==> config.mk <==
export PLATFORM = sky130hd
export DESIGN_NAME = alu_seq
export DESIGN_NICKNAME = d
export VERILOG_FILES = /design/src/rtl/alu_pkg.sv /design/src/rtl/alu_mul_seq.sv /design/src/rtl/alu_seq.sv
export SDC_FILE = /design/constraint.sdc
export NUM_CORES = 1
export LEC_CHECK = 0
export CORE_MARGIN = 2
export CORE_UTILIZATION = 45
export DETAILED_ROUTE_END_ITERATION = 7
export PLACE_DENSITY = 0.7
export SYNTH_ARGS = -nofsm -noshare
export SYNTH_HDL_FRONTEND = slang
export SYNTH_SLANG_ARGS = --single-unit
export TNS_END_PERCENT = 20
==> constraint.sdc <==
create_clock -name clk -period 3.35 [get_ports clk]
set_clock_uncertainty 0.2 [all_clocks]
set_input_delay 0.335 -clock clk [delete_from_list [all_inputs] [get_ports clk]]
set_output_delay 0.335 -clock clk [all_outputs]
set_load 0.1 [all_outputs]
==> src/rtl/alu_pkg.sv <==
// Shared types and constants for the sequential ALU: opcodes, controller states
// and the bit positions of the {V,C,N,Z} flag vector.
package alu_pkg;

  typedef enum logic [2:0] {
    OP_ADD = 3'b000,
    OP_SUB = 3'b001,
    OP_AND = 3'b010,
    OP_OR  = 3'b011,
    OP_XOR = 3'b100,
    OP_SHL = 3'b101,
    OP_SHR = 3'b110,
    OP_MUL = 3'b111
  } op_e;

  typedef enum logic [1:0] {
    IDLE = 2'd0,
    EXEC = 2'd1,
    DONE = 2'd2
  } state_e;

  localparam int FLAG_V = 3;
  localparam int FLAG_C = 2;
  localparam int FLAG_N = 1;
  localparam int FLAG_Z = 0;

  function automatic logic [3:0] pack_flags(input logic v, input logic c,
                                            input logic n, input logic z);
    logic [3:0] f;
    f         = '0;
    f[FLAG_V] = v;
    f[FLAG_C] = c;
    f[FLAG_N] = n;
    f[FLAG_Z] = z;
    return f;
  endfunction

endpackage

==> src/rtl/alu_mul_seq.sv <==
// Unsigned N x N shift-add multiplier, one iteration per clock. done and product
// are combinational: they describe the final iteration that completes on the coming edge.
module alu_mul_seq
  import alu_pkg::*;
#(
  parameter  int N  = 8,
  localparam int SW = $clog2(N)
) (
  input  logic           clk,
  input  logic           rst_n,
  input  logic           start,
  input  logic [N-1:0]   a,
  input  logic [N-1:0]   b,
  output logic           busy,
  output logic           done,
  output logic [2*N-1:0] product
);

  localparam logic [SW:0] ITERS   = (SW+1)'(N);
  localparam logic [SW:0] CNT_ONE = (SW+1)'(1);

  logic [2*N-1:0] prod_q, prod_d;
  logic [N-1:0]   mcand_q, mcand_d;
  logic [SW:0]    cnt_q, cnt_d;
  logic [N:0]     partial;

  // Upper half accumulates the multiplicand; lower half shifts the multiplier out.
  always_comb begin
    prod_d  = prod_q;
    mcand_d = mcand_q;
    cnt_d   = cnt_q;
    partial = {1'b0, prod_q[2*N-1:N]} + (prod_q[0] ? {1'b0, mcand_q} : '0);
    if (start && !busy) begin
      prod_d  = {{N{1'b0}}, b};
      mcand_d = a;
      cnt_d   = ITERS;
    end else if (busy) begin
      prod_d  = {partial, prod_q[N-1:1]};
      cnt_d   = cnt_q - CNT_ONE;
    end
  end

  always_ff @(posedge clk or negedge rst_n) begin
    if (!rst_n) begin
      prod_q  <= '0;
      mcand_q <= '0;
      cnt_q   <= '0;
    end else begin
      prod_q  <= prod_d;
      mcand_q <= mcand_d;
      cnt_q   <= cnt_d;
    end
  end

  assign busy    = (cnt_q != '0);
  assign done    = (cnt_q == CNT_ONE);
  assign product = prod_d;

endmodule

==> src/rtl/alu_seq.sv <==
// Registered, handshaked ALU: single-cycle logic/arith/shift ops and a multi-cycle
// unsigned multiply, with registered {V,C,N,Z} flags held until the consumer accepts.
module alu_seq
  import alu_pkg::*;
#(
  parameter  int N  = 8,
  localparam int SW = $clog2(N)
) (
  input  logic         clk,
  input  logic         rst_n,
  input  logic         in_valid,
  output logic         in_ready,
  input  logic [N-1:0] a,
  input  logic [N-1:0] b,
  input  op_e          op,
  output logic         out_valid,
  input  logic         out_ready,
  output logic [N-1:0] y,
  output logic [N-1:0] y_hi,
  output logic [3:0]   flags
);

  state_e         state_q, state_d;
  logic [N-1:0]   y_q, y_d, y_hi_q, y_hi_d;
  logic [3:0]     flags_q, flags_d;
  logic           accept, mul_start, mul_busy, mul_done;
  logic [2*N-1:0] mul_product;
  logic [SW-1:0]  shamt;
  logic [N:0]     sum, diff, shl_w, shr_w;
  logic [N-1:0]   alu_y;
  logic           alu_v, alu_c;

  assign accept    = in_valid && in_ready;
  assign mul_start = accept && (op == OP_MUL);

  alu_mul_seq #(.N(N)) u_mul (
    .clk     (clk),
    .rst_n   (rst_n),
    .start   (mul_start),
    .a       (a),
    .b       (b),
    .busy    (mul_busy),
    .done    (mul_done),
    .product (mul_product)
  );

  // Shifts run one bit wider so the last bit shifted out lands in the extra position.
  always_comb begin
    shamt = b[SW-1:0];
    sum   = {1'b0, a} + {1'b0, b};
    diff  = {1'b0, a} - {1'b0, b};
    shl_w = {1'b0, a} << shamt;
    shr_w = {a, 1'b0} >> shamt;
    alu_y = '0;
    alu_v = 1'b0;
    alu_c = 1'b0;
    case (op)
      OP_ADD: begin
        alu_y = sum[N-1:0];
        alu_c = sum[N];
        alu_v = (a[N-1] == b[N-1]) && (alu_y[N-1] != a[N-1]);
      end
      OP_SUB: begin
        alu_y = diff[N-1:0];
        alu_c = ~diff[N];
        alu_v = (a[N-1] != b[N-1]) && (alu_y[N-1] != a[N-1]);
      end
      OP_AND: alu_y = a & b;
      OP_OR:  alu_y = a | b;
      OP_XOR: alu_y = a ^ b;
      OP_SHL: begin
        alu_y = shl_w[N-1:0];
        alu_c = shl_w[N];
      end
      OP_SHR: begin
        alu_y = shr_w[N:1];
        alu_c = shr_w[0];
      end
      default: ;
    endcase
  end

  always_comb begin
    y_d     = y_q;
    y_hi_d  = y_hi_q;
    flags_d = flags_q;
    if (accept && (op != OP_MUL)) begin
      y_d     = alu_y;
      y_hi_d  = '0;
      flags_d = pack_flags(alu_v, alu_c, alu_y[N-1], alu_y == '0);
    end else if ((state_q == EXEC) && mul_done) begin
      y_d     = mul_product[N-1:0];
      y_hi_d  = mul_product[2*N-1:N];
      flags_d = pack_flags(1'b0, |mul_product[2*N-1:N], mul_product[2*N-1],
                           mul_product == '0);
    end
  end

  always_ff @(posedge clk or negedge rst_n) begin
    if (!rst_n) begin
      y_q     <= '0;
      y_hi_q  <= '0;
      flags_q <= '0;
    end else begin
      y_q     <= y_d;
      y_hi_q  <= y_hi_d;
      flags_q <= flags_d;
    end
  end

  always_ff @(posedge clk or negedge rst_n) begin
    if (!rst_n) state_q <= IDLE;
    else        state_q <= state_d;
  end

  always_comb begin
    state_d = state_q;
    case (state_q)
      IDLE: if (accept) state_d = (op == OP_MUL) ? EXEC : DONE;
      EXEC: if (mul_done) state_d = DONE;
      DONE: if (out_ready) state_d = IDLE;
      default: state_d = IDLE;
    endcase
  end

  // The multiplier is never busy in IDLE; gating on it keeps a stray start impossible.
  always_comb begin
    in_ready  = (state_q == IDLE) && !mul_busy;
    out_valid = (state_q == DONE);
    y         = y_q;
    y_hi      = y_hi_q;
    flags     = flags_q;
  end

endmodule
== After elaboration in Yosys (flattened, before gate mapping) ==
Cells that the tools add are included.

* Input bits: 23
* Logic and storage cells: 72
* Output and inout bits: 22
* Flip-flop bits (word level): 50

* Add/subtract/negate cells: 4
* Mux-type cells: 19
* Reduce and logical (&&, ||, !) cells: 18
* Bitwise gates (word level): 4
* Equal/unequal tests: 18
* Shifts and indexed selects: 2

{| class="wikitable"
|+ Operators by type and width
! operator !! count
|-
| 8-bit case mux with 7 select lines || 1
|-
| 8-bit 2-to-1 mux || 5
|-
| 16-bit 2-to-1 mux || 2
|-
| 16-bit zero test || 1
|-
| 4-bit 2-to-1 mux || 4
|-
| 3-bit equality test, second input constant || 4
|-
| 8-bit by 8-bit adder with 9-bit output || 1
|-
| 8-bit by 9-bit adder with 9-bit output || 1
|-
| 8-bit by 3-bit left shift with 9-bit output || 1
|-
| 9-bit by 3-bit right shift with 9-bit output || 1
|-
| 8-bit by 8-bit subtractor with 9-bit output || 1
|-
| 8-bit bitwise AND || 1
|-
| 1-bit logical AND || 8
|-
| 8-bit zero test || 1
|-
| 2-bit 2-to-1 mux || 4
|-
| 8-bit OR || 1
|-
| 8-bit OR reduction || 1
|-
| 8-bit XOR || 1
|-
| 3-bit by 2-bit equality test with 1-bit output, second input constant || 2
|-
| 2-bit case mux with 3 select lines || 1
|-
| 4-bit by 1-bit equality test with 1-bit output, second input constant || 1
|-
| 2-bit inequality test, second input constant || 2
|-
| 1-bit case mux with 4 select lines || 1
|-
| 2-bit nonzero test || 2
|-
| other kinds (15) || 17
|}

== Longest topological paths before layout ==
* Depth after elaboration: 10
* Mapped depth: 12
* Mapped depth without buffers: 12

== Hierarchy ==
Synthesis repeated with hierarchy kept, for this count alone.

* Cells, all modules: 507
* Area total of the unflattened synthesis: 4,438.0 um2

{| class="wikitable"
|+ Modules (own cells, without submodules)
! module !! area each (um2) !! times used !! cells each !! seq. area each (um2)
|-
| alu_seq || 2,800.2 || 1 || 346 || 550.5
|-
| alu_mul_seq || 1,637.8 || 1 || 161 || 700.7
|}

== Least setup slack after synthesis ==
No wires, ideal clock.

* Kind: register to output
* Start point: register u_mul.cnt_q[0]
* End point: output in_ready
* Required time: 2.815 ns
* Path buffers: 2
* Setup slack: -0.525 ns
* Cell stages (with the launch flop): 7
* Data arrival time: 3.340 ns
* Cell sequence: dfrtp_1 -> inv_1 -> ha_1 -> or3b_1 -> buf_2 -> buf_2 -> nor3_1

* Longest elaborated chain between the ends: 3

{| class="wikitable"
|+ RTL lines
! what !! RTL line !! text
|-
| from (decl) || alu_mul_seq.sv:24 || <nowiki>logic [SW:0] cnt_q, cnt_d;</nowiki>
|-
| from (signal assigned) || alu_mul_seq.sv:51 || <nowiki>cnt_q <= cnt_d;</nowiki>
|-
| 4-bit nonzero test || alu_mul_seq.sv:55 || <nowiki>assign busy = (cnt_q != '0);</nowiki>
|-
| 1-bit zero test || alu_seq.sv:128 || <nowiki>in_ready = (state_q == IDLE) && !mul_busy;</nowiki>
|-
| 1-bit logical AND || alu_seq.sv:128 ||
|-
| to (decl) || alu_seq.sv:12 || <nowiki>output logic in_ready,</nowiki>
|}

No other way between the ends.

== Worst setup path after layout ==
* Start point: register u_mul.mcand_q[0]
* End point: register flags_q[0] (netlist: flags[0])

* Longest elaborated chain between the ends: 7

{| class="wikitable"
|+ RTL lines
! what !! RTL line !! text
|-
| from (decl) || alu_mul_seq.sv:23 || <nowiki>logic [N-1:0] mcand_q, mcand_d;</nowiki>
|-
| from (signal assigned) || alu_mul_seq.sv:50 || <nowiki>mcand_q <= mcand_d;</nowiki>
|-
| 8-bit 2-to-1 mux || alu_mul_seq.sv:32 || <nowiki>partial = {1'b0, prod_q[2*N-1:N]} + (prod_q[0] ? {1'b0, mcand_q} : '0);</nowiki>
|-
| 8-bit by 9-bit adder with 9-bit output || alu_mul_seq.sv:32 ||
|-
| 16-bit 2-to-1 mux || alu_mul_seq.sv:37 || <nowiki>end else if (busy) begin</nowiki>
|-
| 16-bit 2-to-1 mux || alu_mul_seq.sv:33 || <nowiki>if (start && !busy) begin</nowiki>
|-
| via mul_product[13] || alu_seq.sv:27 || <nowiki>logic [2*N-1:0] mul_product;</nowiki>
|-
| 16-bit zero test || alu_seq.sv:95 || <nowiki>mul_product == '0);</nowiki>
|-
| 4-bit 2-to-1 mux || alu_seq.sv:91 || <nowiki>end else if ((state_q == EXEC) && mul_done) begin</nowiki>
|-
| 4-bit 2-to-1 mux || alu_seq.sv:87 || <nowiki>if (accept && (op != OP_MUL)) begin</nowiki>
|-
| to (signal assigned) || alu_seq.sv:107 || <nowiki>flags_q <= flags_d;</nowiki>
|-
| to (decl) || alu_seq.sv:25 || <nowiki>logic [3:0] flags_q, flags_d;</nowiki>
|}

The timed path passes the listed nets, and every way through them passes these cells. The select of a mux whose other input is x is not followed.
A chain may end at the register's enable or synchronous reset.

==> impl.org <==
** Placement
- Input and output buffers added on the ports amount to 44.
- At the end of routability-driven placement, the weighted congestion stood at between 0.9 and 1.
- Summing all placed instances gives a cell area of 4950 um2.
- Number of cells after detailed placement :: 684
- Post-DP HPWL :: between 9000 and 10000 um

** Setup path
- The critical path goes through and2_1, ha_1, inv_1, fa_1, nand2b_1, a21oi_1, mux2i_1, a221o_1, nor4_2, nand3b_1, o21ai_1, a31o_1.
- STA puts the critical path data required time at 3400 ps.
- Kind of end point of the critical path :: flop
- The slowest stage of the critical path belongs to the cell sky130_fd_sc_hd__fa_1.
- Setup slack on the worst reg-to-reg path comes out at 250 ps.
- At the worst endpoint, the arrival time is 3150 ps.
- Crit path max fanout :: 3
- STA classifies the critical path startpoint as a flop.
- Type of the worst setup path :: flop to flop
- On the worst path, the slowest cell contributes a delay of 390 ps.

** GRT
- Global route total overflow :: 0
- Pin count of the biggest net entering global routing :: 42
- Vias in the first global route :: 4116
- The first global-routing pass estimated 20900 um of wire.
- Global routing used 26.2% of the available tracks.
- The initial antenna violation count is 0.

** Timing
- Endpoints failing setup :: 0
- Tcrit/Tclk final :: 92.4%
- Min Clock Period, post-route :: 3100 ps
- In this run the tightest slew margin relative to its limit is 34.5%.
- Setup repair after global routing left no endpoint under its margin.
- Maximum clock rate :: 323 MHz
- Slew at the pin closest to its max-slew limit :: 980 ps
- Max-slew violation count :: 0
- Number of hold-slack violations in the final timing report :: 0

** Power
- VDD sags by at most 684 uV.
- Total power density per cell area :: 719 nW/um2
- The analysis attributes to cell leakage a power of 2.30 nW.

** Detailed routing
- Dividing the detail-routed via count by the number of cells gives 6.18.
- In this run, the number of DRC markers left after iteration 0 of detailed routing was 383.
- Number of detailed-route iterations in the first pass :: 5
- For this block, the routed nets add up to 12700 um of wire.
- The count of nets left with antenna violations once routing finished came out at 0.
- Post-detailed-route wirelength per cell :: 18.4 um
- After detailed routing, the number of remaining DRC violations is 0.
- Vias :: around 4300

** Clock tree
- Clock tree from TritonCTS :: yes
- CTS H-Tree Depth :: 2
- Buffer type at the clock tree root :: sky130_fd_sc_hd__clkbuf_8
- Post-CTS timing repair inserted 0 buffers for setup.
- For the worst-skew pair, the clock arrives at the later sink with an insertion delay of 310 ps.
- Count of instances resized after the clock tree is built :: 0
- CTS saw 50 sinks.
- After clock tree synthesis, the clock-pin slew on the worst setup and hold paths is 100 ps.
- The longest clock path from root to sink contains 2 buffers.
- TritonCTS buffer count :: 5

** Floorplanning
- The floorplan step set the die height to 101 um.
- I/O pin count :: 45
- Die area :: 10100 um2
- Row Count :: 35
- Die width :: between 100 and 150 um
- For this configuration, the core starts out at a cell density of roughly 46%.
- Core Box Area :: 9150 um2

** Yosys
- The synthesized design contains 0 enable-type register cells.
- The synthesized netlist occupies a cell area of 4200 um2.
- In the synthesized netlist the async set-or-reset flop fraction comes to 100%.
- Synth warnings :: 0
- Synthesis handed over a netlist of 517 instances.
- When the netlist entered floorplanning its net count stood at 578.
- Area leader, netlist :: sky130_fd_sc_hd__dfrtp_1
- Seq/Total Area, Yosys :: 29.8%
- Flop and latch count out of synthesis :: 50
- Area contributors post-synth :: sky130_fd_sc_hd__dfrtp_1 (30%), sky130_fd_sc_hd__ha_1 (10%), sky130_fd_sc_hd__o21ai_0 (5.4%)
- Average cell area after synthesis :: 8.12 um2
- Share of Yosys cell area claimed by the top area cell type :: 29.8%
- Most frequently used flop master after synthesis :: sky130_fd_sc_hd__dfrtp_1
- Cell variety after synth :: 63

** Flow run
- Count of max-cap constraint violations :: 0

** Finish
- Final design instance area without fill :: just over 5000 um2
- Leaving out filler cells and counting taps, the final layout contains 693.
- The number of antenna diodes in the final layout is 0.
- Share of cells above drive strength 1 :: 10.7%
- Fin nets :: about 640
- Compared with the post-synthesis result, the final layout area differs by 20.4%.

** Hold path
- In this run the worst hold path is classified as flop to flop.

** Run status
- Result of the run :: finished clean
## path summary, 6_finish.rpt
check | endpoint | depth (start not counted) | startpoint
setup / recovery | flags[0] | 12 | u_mul.mcand_q[0]
hold / removal | u_mul.mcand_q[7] | 2 | u_mul.mcand_q[7]
setup reg to reg | flags[0] | 12 | u_mul.mcand_q[0]
hold reg to reg | u_mul.mcand_q[7] | 2 | u_mul.mcand_q[7]
max in group asynchronous | flags[0] | 3 | rst_n
min in group asynchronous | u_mul.cnt_q[3] | 2 | rst_n
## flip-flops by register name (all words and copies together) (netlist names)
signal,flops
state_q,2
u_mul.mcand_q,8
y_hi,8
y,8
flags,4
u_mul.cnt_q,4
u_mul.prod_q,16
## through the flow
stage          setup WS [ps]  hold WS, ps  power (mW)  TNS, ps  utilization (%)
2_1_floorplan            341         -161        2.63        0                -
3_3_place_gp             129          264        3.22        0             54.1
3_5_place_dp           -1.07          268        3.25    -1.07             54.1
4_1_cts                  298          290        3.63        0             55.2
5_1_grt                  133          322        3.86        0             55.2
6_report                 255          290        3.64        0             55.2
## cell type report
cell class	instances	area (um2)
Inverter	37	139
Clock inverter	2	12.5
Fill cell	887	4100
Multi-Input combinational cell	404	2710
Clock buffer	6	82.6
Timing Repair Buffer	83	726
Sequential cell	50	1250
Tap cell	111	139
## cell usage in the layout, fill, tap and decap left out, types with 4 or more instances in the layout
| cell type | count |
|---|---|
| sky130_fd_sc_hd__nand2_1 | 59 |
| sky130_fd_sc_hd__dfrtp_1 | 50 |
| sky130_fd_sc_hd__nor2_1 | 46 |
| sky130_fd_sc_hd__o21ai_0 | 45 |
| sky130_fd_sc_hd__clkdlybuf4s50_1 | 41 |
| sky130_fd_sc_hd__buf_4 | 40 |
| sky130_fd_sc_hd__inv_1 | 37 |
| sky130_fd_sc_hd__a21oi_1 | 35 |
| sky130_fd_sc_hd__ha_1 | 35 |
| sky130_fd_sc_hd__nand3_1 | 25 |
| sky130_fd_sc_hd__a22oi_1 | 12 |
| sky130_fd_sc_hd__nand2b_1 | 10 |
| sky130_fd_sc_hd__a31oi_1 | 9 |
| sky130_fd_sc_hd__and2_1 | 8 |
| sky130_fd_sc_hd__nor3_1 | 8 |
| sky130_fd_sc_hd__mux2i_1 | 7 |
| sky130_fd_sc_hd__a221o_1 | 7 |
| sky130_fd_sc_hd__nor2b_1 | 7 |
| sky130_fd_sc_hd__o21bai_1 | 6 |
| sky130_fd_sc_hd__a221oi_1 | 6 |
| sky130_fd_sc_hd__clkbuf_8 | 6 |
| sky130_fd_sc_hd__and3_1 | 5 |
| sky130_fd_sc_hd__a211oi_1 | 4 |
| sky130_fd_sc_hd__mux4_2 | 4 |
| sky130_fd_sc_hd__a211o_1 | 4 |
## worst max-delay path: cells and delay by family (launching register included)
kind                       cells  cell delay (ps)
DFF                            1              380
muxes                          1              120
buffers and inverters          1               60
adders and majority gates      2              550
AOI/OAI and AO/OA              4              880
and+or+nand+nor                4              830
## report_power, final
| group | switching [mW] | internal [mW] |
|---|---|---|
| clock network | 0.212 | 0.167 |
| logic | 1.52 | 0.692 |
| registers | 0.183 | 0.862 |
| total | 1.91 | 1.72 |
## synthesized netlist by cell type, drive strengths merged, types with 2 or more instances
master and count:
a211o 4, a211oi 4, a21oi 35, a221o 7
a221oi 6, a22oi 12, a31oi 9, a32oi 2
and2 8, and3 5, buf 15, clkbuf 11
dfrtp 50, fa 3, ha 35, inv 37
mux2i 7, mux4 4, nand2 59, nand2b 10
nand3 26, nand3b 3, nand4 2, nor2 46
nor2b 7, nor3 10, nor3b 4, nor4 4
o2111ai 2, o211ai 3, o21ai 46, o21bai 6
o221ai 3, o22ai 2, o2bb2ai 2, o31ai 2
o32a 2, xnor2 3, xor2 2
## what timing repair did
item / 4_1_cts / 5_1_grt
endpoints found under the setup margin: 0 / 0
endpoints found under the hold margin: 28 / 0
hold buffers: 1 / 0
## routing by layer
layer | wire, um | global-route usage, % | vias to the layer above
met3 | 863 | 3.40 | 22
met1 | 5730 | 37.1 | 2046
met2 | 5910 | 42.5 | 219
met5 | 0 | 0 | -
li1 | - | - | 1995
met4 | 227 | 6.22 | 0
## logic make-up (layout without fill, tap and decap cells)
| group | after synthesis | after routing | synth area share (%) |
|---|---|---|---|
| buffers and inverters | 63 | 128 | 6.02 |
| AND/OR/NAND/NOR | 191 | 191 | 22.4 |
| XOR/XNOR | 5 | 5 | 1.04 |
| flip-flops | 50 | 50 | 29.8 |
| multiplexers | 12 | 12 | 4.08 |
| adder cells (fa/ha/maj) | 38 | 38 | 11.9 |
| AO/OA/AOI/OAI | 158 | 158 | 24.8 |
(Power assumes the default switching activity.)
